[config.mk]
export PLATFORM = sky130hd
export DESIGN_NAME = ps2_scancode_rx
export DESIGN_NICKNAME = d
export VERILOG_FILES = /design/src/rtl/ps2_scancode_rx.sv
export SDC_FILE = /design/constraint.sdc
export NUM_CORES = 1
export LEC_CHECK = 0
export CAP_MARGIN = 10
export CORE_MARGIN = 5
export CORE_UTILIZATION = 25
export CTS_CLUSTER_SIZE = 28
export DETAILED_ROUTE_END_ITERATION = 8
export GPL_TIMING_DRIVEN = 1
export MAX_ROUTING_LAYER = met4
export PLACE_DENSITY = 0.46
export SLEW_MARGIN = 20
export SYNTH_ARGS = -nofsm -noshare
export SYNTH_HDL_FRONTEND = slang
export SYNTH_SLANG_ARGS = --single-unit
[constraint.sdc]
create_clock -name clk -period 2.4 [get_ports clk]
set_input_delay 0.48 -clock clk [delete_from_list [all_inputs] [get_ports clk]]
set_output_delay 0.48 -clock clk [all_outputs]
set_load 0.005 [all_outputs]
[src/rtl/ps2_scancode_rx.sv]
// PS/2 keyboard receiver. It synchronises and filters the raw pins, checks framing and odd parity,
// and translates each scancode-set-2 byte into the 10-bit console code used by the text writer.
module ps2_scancode_rx #(
  parameter int FILTER_LEN     = 8,
  parameter int TIMEOUT_CYCLES = 50000
) (
  input  logic       clk,
  input  logic       rst,
  input  logic       ps2_clk,
  input  logic       ps2_data,
  output logic [9:0] teclado,
  output logic       done,
  output logic       frame_err
);

  localparam int TMO_W = (TIMEOUT_CYCLES > 1) ? $clog2(TIMEOUT_CYCLES) : 1;
  localparam logic [TMO_W-1:0] TMO_LAST = TMO_W'(TIMEOUT_CYCLES - 1);

  typedef enum logic [2:0] {S_IDLE, S_DATA, S_PARITY, S_STOP, S_OUT} state_t;

  state_t                state_q, state_d;
  logic [1:0]            clk_sync_q, clk_sync_d;
  logic [1:0]            data_sync_q, data_sync_d;
  logic [FILTER_LEN-1:0] filt_sr_q, filt_sr_d;
  logic                  filt_q, filt_d;
  logic [2:0]            bit_cnt_q, bit_cnt_d;
  logic [7:0]            shift_q, shift_d;
  logic                  par_q, par_d;
  logic [TMO_W-1:0]      tmo_q, tmo_d;
  logic [9:0]            teclado_q, teclado_d;
  logic                  done_q, done_d;
  logic                  err_q, err_d;
  logic                  sample_evt;
  logic                  bit_in;

  function automatic logic [9:0] xlate(input logic [7:0] b);
    logic [9:0] code;
    case (b)
      8'hF0: code = 10'h0F0;
      8'h5A: code = 10'h0C0;
      8'h66: code = 10'h108;
      8'h29: code = 10'd0;
      8'h1C: code = 10'd1;   8'h32: code = 10'd2;   8'h21: code = 10'd3;
      8'h23: code = 10'd4;   8'h24: code = 10'd5;   8'h2B: code = 10'd6;
      8'h34: code = 10'd7;   8'h33: code = 10'd8;   8'h43: code = 10'd9;
      8'h3B: code = 10'd10;  8'h42: code = 10'd11;  8'h4B: code = 10'd12;
      8'h3A: code = 10'd13;  8'h31: code = 10'd14;  8'h44: code = 10'd15;
      8'h4D: code = 10'd16;  8'h15: code = 10'd17;  8'h2D: code = 10'd18;
      8'h1B: code = 10'd19;  8'h2C: code = 10'd20;  8'h3C: code = 10'd21;
      8'h2A: code = 10'd22;  8'h1D: code = 10'd23;  8'h22: code = 10'd24;
      8'h35: code = 10'd25;  8'h1A: code = 10'd26;
      8'h45: code = 10'd27;  8'h16: code = 10'd28;  8'h1E: code = 10'd29;
      8'h26: code = 10'd30;  8'h25: code = 10'd31;  8'h2E: code = 10'd32;
      8'h36: code = 10'd33;  8'h3D: code = 10'd34;  8'h3E: code = 10'd35;
      8'h46: code = 10'd36;
      default: code = {2'b10, b};
    endcase
    return code;
  endfunction

  // The filter sees a clean 1->0 edge only when every stored sample agrees; that cycle is the event.
  assign sample_evt = filt_q && (filt_sr_q == '0);
  assign bit_in     = data_sync_q[1];

  always_comb begin
    // NOTE: every signal assigned here gets a default first, so no path leaves it unassigned (no latch).
    clk_sync_d  = {clk_sync_q[0], ps2_clk};
    data_sync_d = {data_sync_q[0], ps2_data};
    filt_sr_d   = {filt_sr_q[FILTER_LEN-2:0], clk_sync_q[1]};
    filt_d      = filt_q;
    if (filt_sr_q == '1)      filt_d = 1'b1;
    else if (filt_sr_q == '0) filt_d = 1'b0;

    state_d   = state_q;
    bit_cnt_d = bit_cnt_q;
    shift_d   = shift_q;
    par_d     = par_q;
    tmo_d     = tmo_q;
    teclado_d = teclado_q;
    done_d    = 1'b0;
    err_d     = 1'b0;

    case (state_q)
      S_IDLE: begin
        tmo_d = '0;
        if (sample_evt) begin
          if (!bit_in) begin
            state_d   = S_DATA;
            bit_cnt_d = '0;
          end else begin
            err_d = 1'b1;
          end
        end
      end
      S_DATA, S_PARITY, S_STOP: begin
        if (sample_evt) begin
          tmo_d = '0;
          case (state_q)
            S_DATA: begin
              shift_d   = {bit_in, shift_q[7:1]};
              bit_cnt_d = bit_cnt_q + 3'd1;
              if (bit_cnt_q == 3'd7) state_d = S_PARITY;
            end
            S_PARITY: begin
              par_d   = bit_in;
              state_d = S_STOP;
            end
            default: begin
              // The output is loaded on the stop event so teclado and done appear together in OUT.
              if (bit_in && (^{shift_q, par_q})) begin
                teclado_d = xlate(shift_q);
                done_d    = 1'b1;
                state_d   = S_OUT;
              end else begin
                err_d   = 1'b1;
                state_d = S_IDLE;
              end
            end
          endcase
        end else if (tmo_q == TMO_LAST) begin
          err_d   = 1'b1;
          tmo_d   = '0;
          state_d = S_IDLE;
        end else begin
          tmo_d = tmo_q + TMO_W'(1);
        end
      end
      S_OUT:   state_d = S_IDLE;
      default: state_d = S_IDLE;
    endcase
  end

  always_ff @(posedge clk) begin
    // NOTE: sequential state uses non-blocking assignments so all flops update from pre-edge values.
    if (rst) begin
      state_q     <= S_IDLE;
      clk_sync_q  <= '1;
      data_sync_q <= '1;
      filt_sr_q   <= '1;
      filt_q      <= 1'b1;
      bit_cnt_q   <= '0;
      shift_q     <= '0;
      par_q       <= 1'b0;
      tmo_q       <= '0;
      teclado_q   <= '0;
      done_q      <= 1'b0;
      err_q       <= 1'b0;
    end else begin
      state_q     <= state_d;
      clk_sync_q  <= clk_sync_d;
      data_sync_q <= data_sync_d;
      filt_sr_q   <= filt_sr_d;
      filt_q      <= filt_d;
      bit_cnt_q   <= bit_cnt_d;
      shift_q     <= shift_d;
      par_q       <= par_d;
      tmo_q       <= tmo_d;
      teclado_q   <= teclado_d;
      done_q      <= done_d;
      err_q       <= err_d;
    end
  end

  assign teclado   = teclado_q;
  assign done      = done_q;
  assign frame_err = err_q;

endmodule

## Yosys cells after proc, flatten, opt, wreduce, memory -nomap -nowiden

Index checks and enable logic that the tools add are counted.

| word-level totals | value |
|---|---|
| flip-flop bits (word level) | 56 |
| input port bits | 4 |
| output and inout bits | 12 |
| word-level logic and storage cells | 109 |

| operators by class | value |
|---|---|
| $add $sub $neg | 2 |
| eq/ne operators | 52 |
| multiplexer cells | 25 |
| bitwise gates (word level) | 3 |
| reduce and logical (&&, ||, !) cells | 15 |

Operators with widths:

| operator | count |
|---|---|
| $pmux W10 S40 | 1 |
| $eq A8 B6 Y1 const B | 23 |
| $eq A8 B7 Y1 const B | 9 |
| $eq A8 B5 Y1 const B | 7 |
| $mux W16 | 2 |
| $pmux W16 S2 | 1 |
| $mux W3 | 10 |
| $pmux W3 S2 | 3 |
| $add A16 B1 Y16 const B | 1 |
| $eq A16 B16 Y1 const B | 1 |
| $eq A8 B8 Y1 const B | 2 |
| $reduce_xor A9 Y1 | 1 |
| $logic_not A8 Y1 | 1 |
| $ne A2 B2 Y1 const B | 4 |
| $reduce_and A4 Y1 | 2 |
| $mux W1 | 7 |
| $eq A3 B2 Y1 const B | 2 |
| $reduce_and A3 Y1 | 2 |
| $reduce_and A5 Y1 | 1 |
| $reduce_or A5 Y1 | 1 |
| $ne A4 B4 Y1 const B | 1 |
| $reduce_or A2 Y1 | 2 |
| $add A3 B1 Y3 const B | 1 |
| $eq A3 B1 Y1 const B | 1 |
| 8 further kinds | 11 |

## Depth between registers and ports, before layout

| logic depth | value |
|---|---|
| depth after elaboration | 6 |
| mapped depth | 10 |
| gate-level depth less buffers | 7 |

## Worst setup path before layout

Ideal clock, no wire load.

| path | value |
|---|---|
| path type | register to register |
| from | register shift_q[4] |
| to | register teclado_q[2] (netlist: teclado[2]) |
| setup time | 0.069 ns |
| arrival time | 2.001 ns |
| data required time | 2.331 ns |
| slack | 0.330 ns |
| stages on the path, launching flop included | 9 |
| buffers on the path | 2 |
| period minus slack after synthesis | 2.070 ns |
| cells stage by stage | dfxtp_1 > buf_6 > xor2_1 > xnor3_1 > xnor2_1 > or3_1 > buf_6 > a311o_1 > o21ai_1 |

| on the way | value |
|---|---|
| cells in the longest elaborated chain, start to end | 3 |
| elaborated cells between the ends (all ways) | 44 |
| those cells by class | eq/ne (40); mux (1); reduce/logical (3) |

Ends and longest elaborated chain:

| element | RTL line | RTL |
|---|---|---|
| start: declaration | 27 | `logic [7:0] shift_q, shift_d;` |
| start signal: assignment | 155 | `shift_q <= shift_d;` |
| branches (longest 3 deep; another with $pmux W10 S40) | -- |  |
| end signal: assignment | 158 | `teclado_q <= teclado_d;` |
| end: declaration | 30 | `logic [9:0] teclado_q, teclado_d;` |

Parallel ways; which one is timed is not known.
A chain may end at the register's enable or synchronous reset.

## Final worst setup path

Ends and elaborated chain as after synthesis.

==> results.sh <==
export IMPL_synth_xor_area_share_pct=5.15
export IMPL_cts_tree="yes"
export IMPL_synth_top_family_by_area="simple AND/OR/NAND/NOR gates"
export IMPL_grt_pass1_wl_mm=15.8
export IMPL_powerDensity_nw_per_um2=410
export IMPL_fin_crit_sh_pct=96.3
export IMPL_stdcell_count=623
export IMPL_clkPwrFrac_pct=44.0
export IMPL_fin_worst_skew_ns=0.00926
export IMPL_routed_via_count=3173
export IMPL_cts_buffer_depth=2
export IMPL_ctsHtreeMaxLevel=2
export IMPL_grt_overflow=0
export IMPL_core_area_um2=13800
export IMPL_syn_inst=417
export IMPL_die_area_um2=16500
export IMPL_yosys_warnings=0
export IMPL_synth_compound_area_share_pct=18.0
export IMPL_vias_per_cell=5.09
export IMPL_drt_total_wl_mm=9.22
export IMPL_intPower_uw=1340
export IMPL_cap_violations=0
export IMPL_async_flop_share_pct=0
export IMPL_swShare_pct=22.0
export IMPL_synth_distinct_cells=68
export IMPL_p_seq_share_pct=54.2
export IMPL_pwr_share_comb_pct=1.8
export IMPL_grt_use_total_pct=11.9
export IMPL_ios=16
export IMPL_clk_pin_slew_ns=0.08
export IMPL_setup_violations=0
export IMPL_cts_made_buffers=5
export IMPL_p_switching_uw=379
export IMPL_synth_commonest_cells="56 x dfxtp_1, 43 x nor2_1, 29 x a21oi_1, 22 x nand3_1, 18 x nand2_1"
export IMPL_port_buffers=15
export IMPL_fmax_mhz=433
export IMPL_cts_hold_buffers_added=0
export IMPL_syn_num_nets=424
export IMPL_wl_per_cell_um=14.8
export IMPL_yosysSeqAreaShare_pct=32.0
export IMPL_synth_most_common_cell="dfxtp_1"
export IMPL_p_leak_uw=0.00149
export IMPL_dp_cells=614
export IMPL_die_y_um=128
export IMPL_critPathRequiredTime_ns=2.58
export IMPL_synth_simple_area_share_pct=34.2
export IMPL_fin_util_pct=30.4
export IMPL_synth_top_cell_by_area="dfxtp_1"
export IMPL_rows=43
export IMPL_start_util_pct=25.3
export IMPL_criticalPathCategory="register to register"
export IMPL_drc=0
export IMPL_tightest_slew_ns=0.609
export IMPL_synth_area_leaders="dfxtp_1 32%, nor2_1 4.6%, a21oi_1 4.1%"
export IMPL_synth_area_per_cell_um2=8.39
export IMPL_gp_congestion=0.951
export IMPL_path_max_fanout=25
export IMPL_peakVddDrop_v=0.000303
export IMPL_synth_flop_cell="dfxtp_1"
export IMPL_ant_nets=0
export IMPL_fp_dieW_um=128
export IMPL_root_buffer="clkbuf_16"
export IMPL_grt_pass1_vias=3111
export IMPL_antennaDiodeCount=0
export IMPL_hpwlAfterDp_mm=6.82
export IMPL_end_kind="register"
export IMPL_synthAdderAreaFrac_pct=1.07
export IMPL_drive_gt1_share_pct=19.4
export IMPL_synth_top_area_share_pct=32.0
export IMPL_rsz0062_at_grt="no"
export IMPL_outcome="finished clean"
export IMPL_whs_ns=0.413
export IMPL_grt_start_max_net_pins=28
export IMPL_finalCriticalPeriod_ns=2.31
export IMPL_critPathLaunchType="register"
export IMPL_insertion_delay_ns=0.29
export IMPL_syn_area_um2=3500
export IMPL_synth_edf_count=0
export IMPL_cp_data_arrival_time_ns=2.49
export IMPL_slew_viol_final=0
export IMPL_antenna_found_initial=0
export IMPL_fin_setup_tns_ns=0
export IMPL_final_nets=449
export IMPL_synth_area_mux_share_pct=2.29
export IMPL_power_uw=1720
export IMPL_synth_ff_latch_count=56
export IMPL_relSlewSlack_pct=59.0
export IMPL_hold_viol_final=0
export IMPL_drtIter0Drc=282
export IMPL_dr_pass1_iters=4
export IMPL_syn_to_final_growth_pct=20.1
export IMPL_cts_sinks=56
export IMPL_hold_class="register to register"
==> layer usage <==
metal | share of wire, % | global-route usage [%] | routed length [µm] | up-vias
li1 | - | - | - | 1591
met1 | 51 | 16.8 | 4660 | 1516
met2 | 46 | 17.7 | 4200 | 58
met3 | 2.7 | 1.92 | 249 | 8
met4 | 1.2 | 2.75 | 110 | 0
met5 | 0 | - | 0 | -
==> critical path, cell delays in order (launching register included) <==
cell and delay [ns]:
dfxtp_2 0.36, buf_12 0.17, or3b_4 0.41, a2111oi_4 0.39
a31o_2 0.22, nor4_4 0.07, buf_4 0.16, a2111oi_4 0.29
o21ai_1 0.12
==> placed cells by master, fill, tap and decap left out, drive strengths merged, types with 3 or more instances in the layout <==
cell and n:
a211oi 3, a21oi 29, a22oi 4, a311o 3, a31oi 6, and3 5, and3b 5, and4 5
buf 40, clkbuf 5, clkdlybuf4s50 15, dfxtp 56, ha 3, inv 10, mux2i 8, nand2 18
nand2b 3, nand3 22, nand3b 5, nand4 12, nor2 43, nor2b 9, nor3 5, nor3b 8
nor4 7, nor4b 6, nor4bb 5, o2111ai 3, o211ai 5, o21ai 14, o21bai 5, o22ai 4
or2 14, or3 6, or4 5, or4b 3, xnor2 7, xor2 11
==> logic make-up (layout without fill, tap and decap cells) <==
logic type / Yosys count / count (layout)
flops: 56 / 56
xor+xnor: 19 / 19
buf+inv: 46 / 72
simple gates: 192 / 192
fa+ha+maj: 3 / 3
mux: 8 / 8
compound gates: 93 / 93
==> flip-flops by register name, summed over array words and instances (netlist names) <==
signal and count:
clk_sync_q 2, tmo_q 16, frame_err 1, state_q 3, done 1, bit_cnt_q 3
filt_q 1, par_q 1, shift_q 8, filt_sr_q 8, data_sync_q 2, teclado 10
==> stage by stage <==
stage                     instance area, µm²  setup WS, ns
after global placement                  3990      -0.00454
after detailed placement                3990       -0.0254
after CTS                               4160        0.0198
after floorplan                         3500         0.330
final                                   4200        0.0896
after global routing                    4200        0.0298
==> worst paths after layout <==
| path | startpoint | endpoint | depth (start not counted) | slack, ns |
|---|---|---|---|---|
| worst min register to register | clk_sync_q[1] | filt_sr_q[0] | 1 | 0.41 |
| worst max register to register | shift_q[4] | teclado[2] | 8 | 0.09 |
| worst max-delay path | shift_q[4] | teclado[2] | 8 | 0.09 |
| worst min-delay path | clk_sync_q[1] | filt_sr_q[0] | 1 | 0.41 |
==> area by class of cell <==
| type | instances | area, µm² |
|---|---|---|
| clock buffers | 5 | 125 |
| clock inverters | 3 | 27.5 |
| fillers | 1491 | 9620 |
| inverters | 9 | 33.8 |
| multi-input cells | 315 | 2180 |
| flip-flops and latches | 56 | 1130 |
| well taps | 180 | 225 |
| repair buffers | 55 | 488 |
==> power groups by stage <==
stage	Combinational, µW	Sequential [µW]	Clock [µW]
2_1_floorplan	17.2	956	0
3_3_place_gp	30.2	956	0
3_5_place_dp	30.7	956	0
4_1_cts	31.0	934	787
5_1_grt	34.2	935	831
6_report	30.4	934	759
==> timing repair <==
action	CTS	global route
setup endpoints to repair	1	4
hold endpoints to repair	0	0
pin swaps	0	2
buffers inserted	0	1
gates resized for setup	2	10
Power figures use the tool's default switching activity.
